## src/rtl/reg_bank_rw.sv

```systemverilog
// Register bank: one synchronous write port, two registered read ports with
// same-edge write forwarding, self-clearing after reset (busy while clearing).
// Define REG_ZERO_HARDWIRED_EN to make entry 0 a read-only zero.

module reg_bank_rd_port #(
  parameter int ADDR_W = 3,
  parameter int DATA_W = 4
) (
  input  logic              clk_e,
  input  logic              rst,
  input  logic              run,
  input  logic              wr_acc,
  input  logic [ADDR_W-1:0] wr_addr,
  input  logic [DATA_W-1:0] wr_data,
  input  logic [ADDR_W-1:0] rd_addr,
  input  logic [DATA_W-1:0] rd_mem,
  output logic [DATA_W-1:0] out
);
  logic [DATA_W-1:0] rd_nxt;

  always_comb begin
    rd_nxt = rd_mem;
    if (wr_acc && (wr_addr == rd_addr)) rd_nxt = wr_data;
`ifdef REG_ZERO_HARDWIRED_EN
    if (rd_addr == '0) rd_nxt = '0;
`endif
    // Outputs stay at zero until the clear sequence has finished.
    if (!run) rd_nxt = '0;
  end

  always_ff @(posedge clk_e or negedge rst)
    if (!rst) out <= '0;
    else      out <= rd_nxt;
endmodule

module reg_bank_rw #(
  parameter int ADDR_W = 3,
  parameter int DATA_W = 4
) (
  input  logic              clk_e,
  input  logic              rst,
  input  logic              wr_en,
  input  logic [ADDR_W-1:0] wr_addr,
  input  logic [DATA_W-1:0] wr_data,
  input  logic [ADDR_W-1:0] rd_addr1,
  input  logic [ADDR_W-1:0] rd_addr2,
  output logic [DATA_W-1:0] out1,
  output logic [DATA_W-1:0] out2,
  output logic              busy,
  output logic              wr_ack
);
  localparam int N      = 1 << ADDR_W;
  localparam int NPORTS = 2;

  typedef enum logic {INIT, RUN} state_t;

  typedef struct packed {
    logic              en;
    logic [ADDR_W-1:0] addr;
    logic [DATA_W-1:0] data;
  } wr_req_t;

  state_t                           state, state_nxt;
  logic [ADDR_W-1:0]                ptr;
  logic [N-1:0][DATA_W-1:0]         mem;
  wr_req_t                          mem_wr;
  logic                             run, wr_acc;
  logic [NPORTS-1:0][ADDR_W-1:0]    rd_addr_v;
  logic [NPORTS-1:0][DATA_W-1:0]    rd_q;

  assign run    = (state == RUN);
  assign wr_acc = run & wr_en;
  assign busy   = (state == INIT);

  always_ff @(posedge clk_e or negedge rst)
    if (!rst) state <= INIT;
    else      state <= state_nxt;

  always_comb begin
    state_nxt   = state;
    mem_wr.en   = 1'b0;
    mem_wr.addr = wr_addr;
    mem_wr.data = wr_data;
    case (state)
      INIT: begin
        mem_wr.en   = 1'b1;
        mem_wr.addr = ptr;
        mem_wr.data = '0;
        if (&ptr) state_nxt = RUN;
      end
      RUN: begin
        mem_wr.en = wr_en;
`ifdef REG_ZERO_HARDWIRED_EN
        if (wr_addr == '0) mem_wr.en = 1'b0;
`endif
      end
      default: state_nxt = INIT;
    endcase
  end

  always_ff @(posedge clk_e or negedge rst)
    if (!rst)              ptr <= '0;
    else if (state == INIT) ptr <= ptr + ADDR_W'(1);

  // Storage has no reset of its own; the INIT sweep is what clears it.
  always_ff @(posedge clk_e)
    if (mem_wr.en) mem[mem_wr.addr] <= mem_wr.data;

  always_ff @(posedge clk_e or negedge rst)
    if (!rst) wr_ack <= 1'b0;
    else      wr_ack <= wr_acc;

  assign rd_addr_v = {rd_addr2, rd_addr1};

  for (genvar g = 0; g < NPORTS; g++) begin : g_rd
    reg_bank_rd_port #(.ADDR_W(ADDR_W), .DATA_W(DATA_W)) u_rd (
      .clk_e   (clk_e),
      .rst     (rst),
      .run     (run),
      .wr_acc  (wr_acc),
      .wr_addr (wr_addr),
      .wr_data (wr_data),
      .rd_addr (rd_addr_v[g]),
      .rd_mem  (mem[rd_addr_v[g]]),
      .out     (rd_q[g])
    );
  end

  assign out1 = rd_q[0];
  assign out2 = rd_q[1];
endmodule

```

## config.mk

```make
export PLATFORM = sky130hd
export DESIGN_NAME = reg_bank_rw
export DESIGN_NICKNAME = d
export VERILOG_FILES = /design/src/rtl/reg_bank_rw.sv
export SDC_FILE = /design/constraint.sdc
export NUM_CORES = 1
export LEC_CHECK = 0
export ABC_AREA = 1
export BUFFER_PORTS_ARGS = -buffer_cell sky130_fd_sc_hd__buf_4
export CORE_UTILIZATION = 40
export DETAILED_ROUTE_END_ITERATION = 6
export PLACE_DENSITY = 0.64
export SYNTH_ARGS = -nofsm -noshare
export SYNTH_HDL_FRONTEND = slang
export SYNTH_SLANG_ARGS = --single-unit
```

## constraint.sdc

```tcl
create_clock -name clk_e -period 4.4 [get_ports clk_e]
set_input_delay 0.88 -clock clk_e [delete_from_list [all_inputs] [get_ports clk_e]]
set_output_delay 0.88 -clock clk_e [all_outputs]
set_load 0.05 [all_outputs]
```

Word level (Yosys, flattened, before mapping)
Index checks and enable logic that the tools add are counted.
{"block": "op_classes", "div_mod_pow": 0, "n_addsub": 1, "order_cmp": 4, "n_mul": 0, "bitwise_logic": 2, "n_mux": 15, "shifts": 0, "eq_ne": 2, "reduce_logical": 4}
{"op": "bitwise mux 32 bit", "count": 1}
{"op": "two-way mux 4 bit", "count": 7}
{"op": "binary-select mux 4 bit (select 3 bit)", "count": 2}
{"op": "demux 4 bit (select 3 bit)", "count": 1}
{"op": "< comparator 3 x 4 -> 1 bit (second input constant)", "count": 3}
{"op": "two-way mux 7 bit", "count": 1}
{"op": "equality test 3 bit", "count": 2}
{"op": "adder 3 x 1 -> 3 bit (second input constant)", "count": 1}
{"op": ">= comparator 3 x 1 -> 1 bit (second input constant)", "count": 1}
{"op": "logical AND 1 bit", "count": 3}
{"op": "AND reduction 3 bit", "count": 1}
{"op": "two-way mux 1 bit", "count": 2}
{"op": "case mux 1 bit (2 select lines)", "count": 1}
{"op": "bitwise AND 1 bit", "count": 1}
{"op": "NOT 1 bit", "count": 1}
{"block": "totals", "elab_cells": 41, "latchBits": 0, "romBits": 0, "memories": 0, "register_bits": 45, "out_inout_bits": 10, "ram_bits": 0}

Logic depth before layout (Yosys ltp)
Gate-level depths: netlist (run 1).
{"block": "logic_depth", "ltp_word": 6, "mapped_depth": 9}

Hierarchy
Synthesis (run 1) repeated with hierarchy kept, for this count alone.
{"block": "unflattened", "hier_cells": 365, "hier_area_um2": 2662.6}
{"mod": "reg_bank_rw", "seq_area_each_um2": 1086.0, "area_per_inst_um2": 2069.5, "cells_each": 267, "instances": 1}
{"mod": "reg_bank_rd_port", "seq_area_each_um2": 100.1, "area_per_inst_um2": 296.5, "cells_each": 49, "instances": 2}

Worst setup path before layout (run 1)
Ideal clock, no wire load.
{"block": "synth_path", "path_type": "input-to-reg", "from": "input port wr_addr[2]", "to": "register mem[16] (netlist bit), enable pin", "setup_time_ns": 0.329, "cell_stages": 6, "required_time_ns": 4.071, "arrival_time_ns": 1.455, "n_path_buf": 0, "setup_slack_ns": 2.616, "cell_sequence": "inv_1 nand2_1 o21ai_0 inv_1 nand2_1 nor2_1"}
{"item": "from (decl)", "line_no": "43", "text": "input logic [ADDR_W-1:0] wr_addr,"}
{"item": "to (signal, indexed assignment)", "line_no": "107", "text": "if (mem_wr.en) mem[mem_wr.addr] <= mem_wr.data;"}
{"item": "to (decl)", "line_no": "65", "text": "logic [N-1:0][DATA_W-1:0] mem;"}

Worst setup path in the final report (run 1)
{"block": "layout_path", "from": "register state, in the netlist run", "to": "output port busy"}
{"block": "layout_between", "elab_chain_cells": 1}
{"item": "from (decl)", "line_no": "63", "text": "state_t state, state_nxt;"}
{"item": "from (signal assigned)", "line_no": "77", "text": "else state <= state_nxt;"}
{"item": "NOT 1 bit"}
{"item": "to (decl)", "line_no": "49", "text": "output logic busy,"}
No other way between the ends.

==> results.yml, run 1 <==
job:
  max_cap_violations: 0
route:
  drt.antenna.violating_nets: 0
  drcViolationCount: 0
  drt_iter0_drc: 174
  wl_mm: 5.85
  vias: 2049
  first_pass_iters: 4
  wl_per_cell_um: 14.8
  via_per_inst: 5.20
synthesis:
  seq_area_frac_synth_pct: 52.4
  synthXorXnorAreaFrac_pct: 0.357
  syn-cell-area_um2: 2450
  syn-mean-instance-area_um2: 8.23
  ys_ff_latch: 45
  synth_top_family_by_area: "simple AND/OR/NAND/NOR gates"
  post_synth_and_or_nand_nor_area_fraction_pct: 37.1
  yosysMostFrequentCell: "nand2_1"
  synthArstFlopShare_pct: 28.9
  yosys.area_share.adder_pct: 1.02
  syn_inst: 298
  synth_top_area_share_pct: 39.2
  yosys-top-cells-count: "nand2_1, nand3_1, nor2_1, edfxtp_1, inv_1"
  syn-num-nets: 316
  ys_warn_count: 0
  synth_edf_count: 32
  synth_area_leaders: "edfxtp_1, nand2_1, dfrtp_1, nand3_1, nor2_1"
  synthMuxAreaShare_pct: 0
  synth_top_flop_cell: "edfxtp_1"
  yosysTopAreaCell: "edfxtp_1"
  synth.distinct_cells: 19
  synth_compound_area_share_pct: 0.765
floorplan:
  dieArea_um2: 6450
  core_um2: 5920
  rows: 28
  die_y_um: 80.3
  die-width_um: 80.3
  ios: 26
  initial_core_util_pct: 41.4
timing:
  period_share_pct: 55.7
  fin_skew_ps: 6.48
  holdWs_ps: 407
  maxSlewHeadroom_pct: 51.1
  fmax_mhz: 408
  slew_violations: 0
  hold_violations: 0
  tightestPinTransition_ps: 734
  setup_violations: 0
  period_needed_ps: 2450
  fin_setup_tns_ps: 0
  rsz0062_at_grt: "false"
pwr:
  powerDensity_nw_per_um2: 361
  power.leakage_nw: 1.33
  finalPower_mw: 0.995
  irDropWorstVdd_mv: 0.172
global_route:
  grt_overflow: 0
  grt.total_usage_pct: 19.6
  grt_pass1_vias: 1983
  grt_max_degree: 25
  grt_pass1_wl_mm: 9.28
  antenna_found_initial: 0
clock_network:
  cts_max_level: 2
  clkTransAtPathRegs_ps: 80
  cts-root-buf: "clkbuf_8"
  cts_setup_buffers: 0
  cts_hold_buf: 0
  post_cts_resized: 0
  cts_buffers: 5
  clkLatencyLatePin_ps: 300
  cts_tree: "yes"
  clk_path_buf_depth: 2
  cts.sinks: 45
cells_and_area:
  drive_above_1_share_pct: 15.7
  n_antenna_cell: 0
  fin_nets: 336
  area_delta_synth_final_pct: 12.4
  nFillCells: 578
worst_setup_path:
  crit_path_end_kind: "output pin"
  slowest_delay_ps: 820
  critPathMaxFanout: 24
  slowest_stage: "dfrtp_1"
  crit_arrival_ps: 1570
  critPathKind: "reg -> out"
  crit_buf_inv: 2
  crit_family: "flip-flops"
  crit_required_ps: 3520
  cp-start-kind: "register"
  crit_chain: "inv_1 > buf_4"
placed_design:
  numPortBuffers: 25
  gp_congestion: 0.860
  dp_hpwl_mm: 4.23
run_status:
  status: "finished, final reports clean"
hold_path:
  hp-class: "in -> async"
power breakdown:
| part | leakage, nW | switching [mW] | total (mW) | internal, mW |
|---|---|---|---|---|
| registers | 0.447 | 0.00346 | 0.470 | 0.467 |
| logic | 0.818 | 0.112 | 0.158 | 0.0461 |
| clock network | 0.0681 | 0.141 | 0.366 | 0.226 |
area by class of cell:
cell class | count | area, um2 | share of cell area, %
timing repair buffer | 25 | 188 | 6.81
multi-input combinational | 220 | 963 | 35.0
clock inverter | 3 | 65.1 | 2.36
tap | 75 | 93.8 | 3.40
clock buffer | 5 | 68.8 | 2.50
inverter | 21 | 91.3 | 3.31
sequential | 45 | 1290 | 46.7
placed cells by master (no fill, tap or decap):
cell type	n
buf_4	25
nor2_1	35
ha_1	2
nand2_1	120
inv_2	1
o21ai_0	2
dfrtp_1	13
inv_4	3
or2_2	2
nor2_4	4
bufinv_16	2
nand2_2	5
edfxtp_1	32
clkbuf_8	5
a21oi_2	1
xnor2_1	1
nand3_1	48
inv_6	1
inv_1	16
clkinv_2	1
through the flow:
step                      utilization (%)  instance area (um2)  setup slack, ps  cells
after floorplan                         -                 2450             2620    298
after global placement               44.3                 2620             2300    386
after detailed placement             44.3                 2620             2240    386
after CTS                            46.6                 2760             1950    394
after global routing                 46.6                 2760             1830    394
final                                46.6                 2760             1950    394
per-layer routing:
layer / GRT usage [%] / share of wire [%] / routed length [um] / up-vias
met5: 0 / 0 / 0 / -
met4: 6.79 / 1.7 / 98 / 0
met3: 3.07 / 5.2 / 305 / 11
met2: 35.8 / 51 / 2990 / 81
met1: 23.3 / 42 / 2450 / 969
li1: - / - / - / 988
final timing paths:
check / from / to / slack (ps) / depth (start not counted)
max in group asynchronous: rst / wr_ack / 3820 / 1
setup / recovery: run / busy / 1950 / 2
hold reg to reg: ptr[0] / ptr[0] / 520 / 1
min in group clk_e: ptr[0] / ptr[0] / 520 / 1
hold / removal: rst / g_rd[0].u_rd.out[2] / 410 / 1
setup reg to reg: run / mem[17] / 2380 / 4
logic make-up (layout without fill, tap and decap cells):
| logic type | count (synthesis) | in the layout |
|---|---|---|
| compound gates | 3 | 3 |
| xor+xnor | 1 | 1 |
| fa+ha+maj | 2 | 2 |
| buf+inv | 33 | 54 |
| flops | 45 | 45 |
| simple gates | 214 | 214 |
sequential cells by signal, indices dropped and copies added (netlist names):
name,cells
run,1
ptr,3
g_rd.u_rd.out,8
mem,32
wr_ack,1
Power figures use the tool's default switching activity.
==> run 2: changes to the inputs <==
--- a/config.mk
+++ b/config.mk
@@ -5,11 +5,11 @@
 export SDC_FILE = /design/constraint.sdc
 export NUM_CORES = 1
 export LEC_CHECK = 0
-export ABC_AREA = 1
+export ABC_AREA = 0
 export BUFFER_PORTS_ARGS = -buffer_cell sky130_fd_sc_hd__buf_4
 export CORE_UTILIZATION = 40
 export DETAILED_ROUTE_END_ITERATION = 6
-export PLACE_DENSITY = 0.64
+export PLACE_DENSITY = 0.66
 export SYNTH_ARGS = -nofsm -noshare
 export SYNTH_HDL_FRONTEND = slang
 export SYNTH_SLANG_ARGS = --single-unit
==> constraint.sdc (replaced) <==
create_clock -name clk_e -period 2.1 [get_ports clk_e]
set_input_delay 0.42 -clock clk_e [delete_from_list [all_inputs] [get_ports clk_e]]
set_output_delay 0.42 -clock clk_e [all_outputs]
set_load 0.05 [all_outputs]
==> run 2 against run 1 <==
  * Clock power up 54%
  * Worst hold slack worse by 6.2 ps
  * Die area down 8.8%
  * Critical path depth up 2
  * Largest power group unchanged
  * Wire length down 26%
  * Non-clock buffer count up 2
==> results.yml, run 2 <==
run_status:
  status: "finished, final reports clean"
floorplan:
  dieArea_um2: 5880
  rows: 26
  die-width_um: 76.7
  initial_core_util_pct: 42.6
  ios: 26
  die_y_um: 76.7
  core_um2: 5240
global_route:
  grt_pass1_wl_mm: 7.09
  grt_overflow: 0
  grt_pass1_vias: 1348
  grt_max_degree: 18
  grt.total_usage_pct: 16.3
  antenna_found_initial: 0
worst_setup_path:
  crit_required_ps: 2300
  crit_chain: "nand2_1 > nor4_4 > a21oi_1 > a221oi_1"
  critPathKind: "reg -> reg"
  slowest_stage: "dfrtp_1"
  slowest_delay_ps: 600
  crit_arrival_ps: 2120
  cp-start-kind: "register"
  crit_path_end_kind: "register"
  critPathMaxFanout: 13
pwr:
  irDropWorstVdd_mv: 0.275
  finalPower_mw: 1.81
  powerDensity_nw_per_um2: 707
  power.leakage_nw: 1.01
synthesis:
  yosys-top-cells-count: "edfxtp_1, mux4_1, dfrtp_1, nor2_1, inv_1"
  seq_area_frac_synth_pct: 57.7
  yosysTopAreaCell: "edfxtp_1"
  syn-num-nets: 156
  ys_warn_count: 0
  synth_top_flop_cell: "edfxtp_1"
  ys_ff_latch: 45
  syn-mean-instance-area_um2: 16.2
  synthArstFlopShare_pct: 28.9
  syn_inst: 138
  synth_edf_count: 32
  syn-cell-area_um2: 2230
  yosysMostFrequentCell: "edfxtp_1"
  synth.distinct_cells: 26
  synth_top_area_share_pct: 43.1
  synth_area_leaders: "edfxtp_1, mux4_1, dfrtp_1, buf_6, a221oi_1"
cells_and_area:
  n_antenna_cell: 0
  fin_nets: 184
  layout_commonest_cell: "edfxtp_1"
  layout_common_cells: "edfxtp_1, buf_4, mux4_1"
  area_delta_synth_final_pct: 14.7
  largest_reg_flops: 32
  drive_above_1_share_pct: 24.0
  nFillCells: 428
  largest-register: "mem"
  reg_top3: "mem x32, g_rd.u_rd.out x8, ptr x3"
clock_network:
  cts_max_level: 2
  cts_setup_buffers: 0
  cts-root-buf: "clkbuf_8"
  cts_tree: "yes"
  cts.sinks: 45
  clkLatencyLatePin_ps: 300
  clkTransAtPathRegs_ps: 90
  cts_buffers: 5
  clk_path_buf_depth: 2
placed_design:
  gp_congestion: 0.924
  dp_hpwl_mm: 3.36
  numPortBuffers: 25
route:
  first_pass_iters: 4
  drcViolationCount: 0
  via_per_inst: 5.60
  drt_iter0_drc: 77
  wl_mm: 4.35
  wl_per_cell_um: 18.3
  drt.antenna.violating_nets: 0
  vias: 1328
timing:
  fin_setup_tns_ps: 0
  fmax_mhz: 521
  maxSlewHeadroom_pct: 54.9
  rsz0062_at_grt: "false"
  period_needed_ps: 1920
  hold_violations: 0
  period_share_pct: 91.3
  fin_skew_ps: 8.47
  tightestPinTransition_ps: 674
  setup_violations: 0
  slew_violations: 0
hold_path:
  hp-class: "in -> reg"
job:
  max_cap_violations: 0
run 2: changes by cell type in the layout (fill, tap and decap cells not counted), moves of 4 or more:
cell | previous run | this run
mux4_1 | 0 | 16
nor2_4 | 4 | 0
xor2_1 | 0 | 6
nor2_1 | 35 | 13
a21oi_1 | 0 | 7
nand2_1 | 120 | 8
nand2_2 | 5 | 0
nand3_1 | 48 | 0
inv_1 | 16 | 9
a221oi_1 | 0 | 6
run 2: metal layers:
layer | global-route usage (%) | vias to the layer above | share of wire (%)
met5 | 0 | - | 0
met4 | 7.69 | 0 | 2.2
met3 | 4.40 | 8 | 5.3
met2 | 27.1 | 51 | 53
met1 | 19.6 | 661 | 40
li1 | - | 608 | -
run 2: worst paths after layout:
path                                        to        from  cells after the start  slack, ps
hold reg to reg                         ptr[0]      ptr[0]                      1        560
min in group asynchronous  g_rd[0].u_rd.out[0]         rst                      2        480
setup / recovery           g_rd[0].u_rd.out[0]         run                      4        180
max in group asynchronous  g_rd[0].u_rd.out[1]         rst                      2       1460
hold / removal             g_rd[1].u_rd.out[1]  wr_data[1]                      3        400
setup reg to reg           g_rd[0].u_rd.out[0]         run                      4        180
run 2: cell families after synthesis:
| group | Yosys count | share of synthesized area (%) |
|---|---|---|
| adder cells (fa/ha/maj) | 2 | 1.12 |
| AO/OA/AOI/OAI | 20 | 6.34 |
| buffers and inverters | 15 | 4.21 |
| XOR/XNOR | 7 | 2.75 |
| flip-flops | 45 | 57.7 |
| AND/OR/NAND/NOR | 29 | 7.12 |
| multiplexers | 20 | 20.8 |
run 2: power by group:
group	switching [mW]	internal [mW]	leakage, nW
Combinational	0.163	0.0981	0.508
Clock	0.317	0.247	0.0495
Sequential	0.00670	0.977	0.448
run 2: worst max-delay path, delay by kind of cell (launching register included):
family             cells  cell delay (ps)
AOI/OAI and AO/OA      2              400
and+or+nand+nor        2              830
DFF                    1              600
run 2: timing repair:
item,4_1_cts,5_1_grt
gates resized for setup,0,0
hold endpoints to repair,13,0
hold buffers,1,0
run 2: through the flow:
stage	worst slack, ps	area (um2)	hold WS (ps)	util (%)	instances
2_1_floorplan	491	2230	124	-	138
3_3_place_gp	320	2450	269	46.8	228
3_5_place_dp	224	2450	274	46.8	228
4_1_cts	198	2560	394	48.9	237
5_1_grt	41.9	2560	402	48.9	237
6_report	182	2560	401	48.9	237
run 2: cell type report:
type	instances	area [um2]	area share (%)
inverters	9	33.8	1.32
clock inverters	3	26.3	1.03
well taps	70	87.6	3.42
clock buffers	5	68.8	2.69
flip-flops and latches	45	1290	50.3
multi-input cells	78	851	33.3
repair buffers	27	205	8.02
==> run 3: changes to the inputs <==
--- a/config.mk
+++ b/config.mk
@@ -12,4 +12,5 @@
 export PLACE_DENSITY = 0.66
 export SYNTH_ARGS = -nofsm -noshare
 export SYNTH_HDL_FRONTEND = slang
+export SYNTH_HIERARCHICAL = 1
 export SYNTH_SLANG_ARGS = --single-unit
==> run 3 against run 2 <==
  * Clock skew grew 0.67 ps
  * Largest cell class unchanged
  * First-iteration DRC count shrank 1.3%
  * Synthesized cell count grew 3.6%
  * Final cell count grew 3.8%
  * Critical endpoint is now mem[14]
  * Worst hold slack lost 21 ps
  * Register-to-register slack gained 110 ps
==> results.yml, run 3 <==
worst_setup_path:
  crit_start: "run"
  crit_arrival_ps: 1750
  crit_chain: "buf_4 > nand3_1 > a22oi_1"
  reg2reg_from: "run"
  slowest_delay_ps: 490
  crit_required_ps: 2040
  cp-start-kind: "register"
  critPathMaxFanout: 26
  crit_path_end_kind: "register"
  slowest_stage: "a22oi_1"
  critPathKind: "reg -> reg"
global_route:
  met1_usage_pct: 20.2
  grt_pass1_vias: 1374
  grt.total_usage_pct: 16.3
  antenna_found_initial: 0
  gr-usage-met2_pct: 27.3
  grt_pass1_wl_mm: 7.18
  grt_overflow: 0
  use_met3_pct: 3.53
  grt-busiest-layer: "met2"
  grt_max_degree: 27
synthesis:
  ys_warn_count: 6
  syn-mean-instance-area_um2: 16.2
  synth.distinct_cells: 25
  yosys.area_share.adder_pct: 1.08
  syn_inst: 143
  synth_edf_count: 32
  synth_area_leaders: "edfxtp_1, mux4_1, dfrtp_1, mux2_2, mux2i_1"
  yosysMostFrequentCell: "edfxtp_1"
  synthXorXnorAreaFrac_pct: 2.65
  synth_compound_area_share_pct: 2.82
  seq_area_frac_synth_pct: 55.7
  synth_top_flop_cell: "edfxtp_1"
  synthArstFlopShare_pct: 28.9
  synthMuxAreaShare_pct: 26.5
  synth_top_area_share_pct: 41.6
  yosysTopAreaCell: "edfxtp_1"
  post_synth_and_or_nand_nor_area_fraction_pct: 8.61
  synth_top_family_by_area: "multiplexers"
  syn-num-nets: 161
  syn-cell-area_um2: 2310
  yosys-top-cells-count: "edfxtp_1, mux4_1, nand2_1, dfrtp_1, mux2_2"
  ys_ff_latch: 45
clock_network:
  cts-root-buf: "clkbuf_8"
  clk_path_buf_depth: 2
  cts_max_level: 2
  cts_tree: "yes"
  clkTransAtPathRegs_ps: 90
  cts_setup_buffers: 0
  cts_buffers: 5
  clkLatencyLatePin_ps: 300
  cts.sinks: 45
route:
  vias: 1348
  wl_mm: 4.45
  wl_per_cell_um: 18.1
  drt.antenna.violating_nets: 0
  drt_iter0_drc: 76
  via_per_inst: 5.48
  first_pass_iters: 4
  drcViolationCount: 0
pwr:
  switchingPower_mw: 0.448
  pwr-share-clk_pct: 29.7
  irDropWorstVdd_mv: 0.319
  combPwrFrac_pct: 14.6
  seqPwrFrac_pct: 55.7
  power.leakage_nw: 1.05
  p_sw_share_pct: 25.4
  powerDensity_nw_per_um2: 658
  finalPower_mw: 1.76
  intPower_mw: 1.31
cells_and_area:
  ff_latch_area_um2: 1290
  largest_reg_flops: 32
  multi_input_area_um2: 963
  drive_above_1_share_pct: 31.0
  n_antenna_cell: 0
  reg_top3: "mem x32, g_rd.u_rd/out x8, ptr x3"
  layout_common_cells: "buf_4, edfxtp_1, mux4_1, nand2_1, dfrtp_1"
  layout.cell_area.non_filler_um2: 2680
  area_delta_synth_final_pct: 16.0
  fin_util_pct: 48.4
  largest-register: "mem"
  fin_nets: 191
  stdcell_count: 246
  nFillCells: 485
floorplan:
  ios: 26
  rows: 27
  die_y_um: 78.0
  die-width_um: 78.0
  dieArea_um2: 6080
  core_um2: 5540
  initial_core_util_pct: 41.7
run_status:
  status: "finished, final reports clean"
timing:
  slew_violations: 0
  setup_violations: 0
  tightestPinTransition_ps: 517
  fin_skew_ps: 9.14
  maxSlewHeadroom_pct: 65.5
  hold_violations: 0
  fin_setup_tns_ps: 0
  period_share_pct: 86.1
  fmax_mhz: 553
  rsz0062_at_grt: "false"
  period_needed_ps: 1810
hold_path:
  hp-class: "in -> reg"
  min_from: "wr_data[2]"
placed_design:
  placed_area_um2: 2580
  dp_hpwl_mm: 3.40
  gp_congestion: 0.824
  dp.cells: 237
  numPortBuffers: 25
job:
  max_cap_violations: 0
[run 3: changes by cell type in the layout (fill, tap and decap cells not counted), moves of 7 or more]
| cell | delta |
|---|---|
| mux2i_1 | +7 |
| nor2_1 | -13 |
| inv_1 | -8 |
| nand2_1 | +8 |
| mux2_2 | +7 |
| a21oi_1 | -7 |
[run 3: final cells by class]
type                       instances  share of cell area, %
clock buffer                       5                   2.57
sequential                        45                   48.0
inverter                           1                  0.140
tap                               72                   3.36
timing repair buffer              33                   9.34
multi-input combinational         87                   35.9
clock inverter                     3                  0.654
[run 3: final timing paths]
kind                       cells past startpoint                  end  slack, ps
min                                            3  g_rd[1].u_rd/out[2]        380
max                                            3              mem[14]        290
min in group asynchronous                      2  g_rd[1].u_rd/out[2]        490
max in group asynchronous                      2  g_rd[0].u_rd/out[2]       1430
max reg2reg                                    3              mem[14]        290
min reg2reg                                    1               ptr[0]        550
[run 3: routing by layer]
layer	routed length, um	up-vias
met5	0	-
met4	52	0
met3	255	7
met2	2300	48
met1	1840	662
li1	-	631
[run 3: power by group through the flow]
stage	Combinational, mW	Sequential (mW)	Clock, mW
floorplan	0.107	1.06	0
CTS	0.260	0.983	0.537
global route	0.274	0.985	0.569
finish	0.257	0.982	0.523
detailed placement	0.258	1.00	0
global placement	0.255	1.00	0
[run 3: logic make-up after synthesis]
logic type      after synthesis
flops                        45
xor+xnor                      7
compound gates                8
fa+ha+maj                     2
buf+inv                      11
simple gates                 36
mux                          34
[run 3: worst max-delay path: cells and delay by family, from the launching register on]
family,cells,cell delay [ps]
buffers and inverters,1,300
and+or+nand+nor,1,190
DFF,1,460
AOI/OAI and AO/OA,1,490
[run 3: repair_timing]
action | CTS | global route
resized for setup | 0 | 0
hold buffers | 1 | 0
hold endpoints to repair | 13 | 0
[run 3: metrics by stage]
stage	setup slack, ps	hold slack, ps
final	292	380
after global routing	181	376
after CTS	291	378
after detailed placement	290	283
after global placement	300	275
after floorplan	345	124
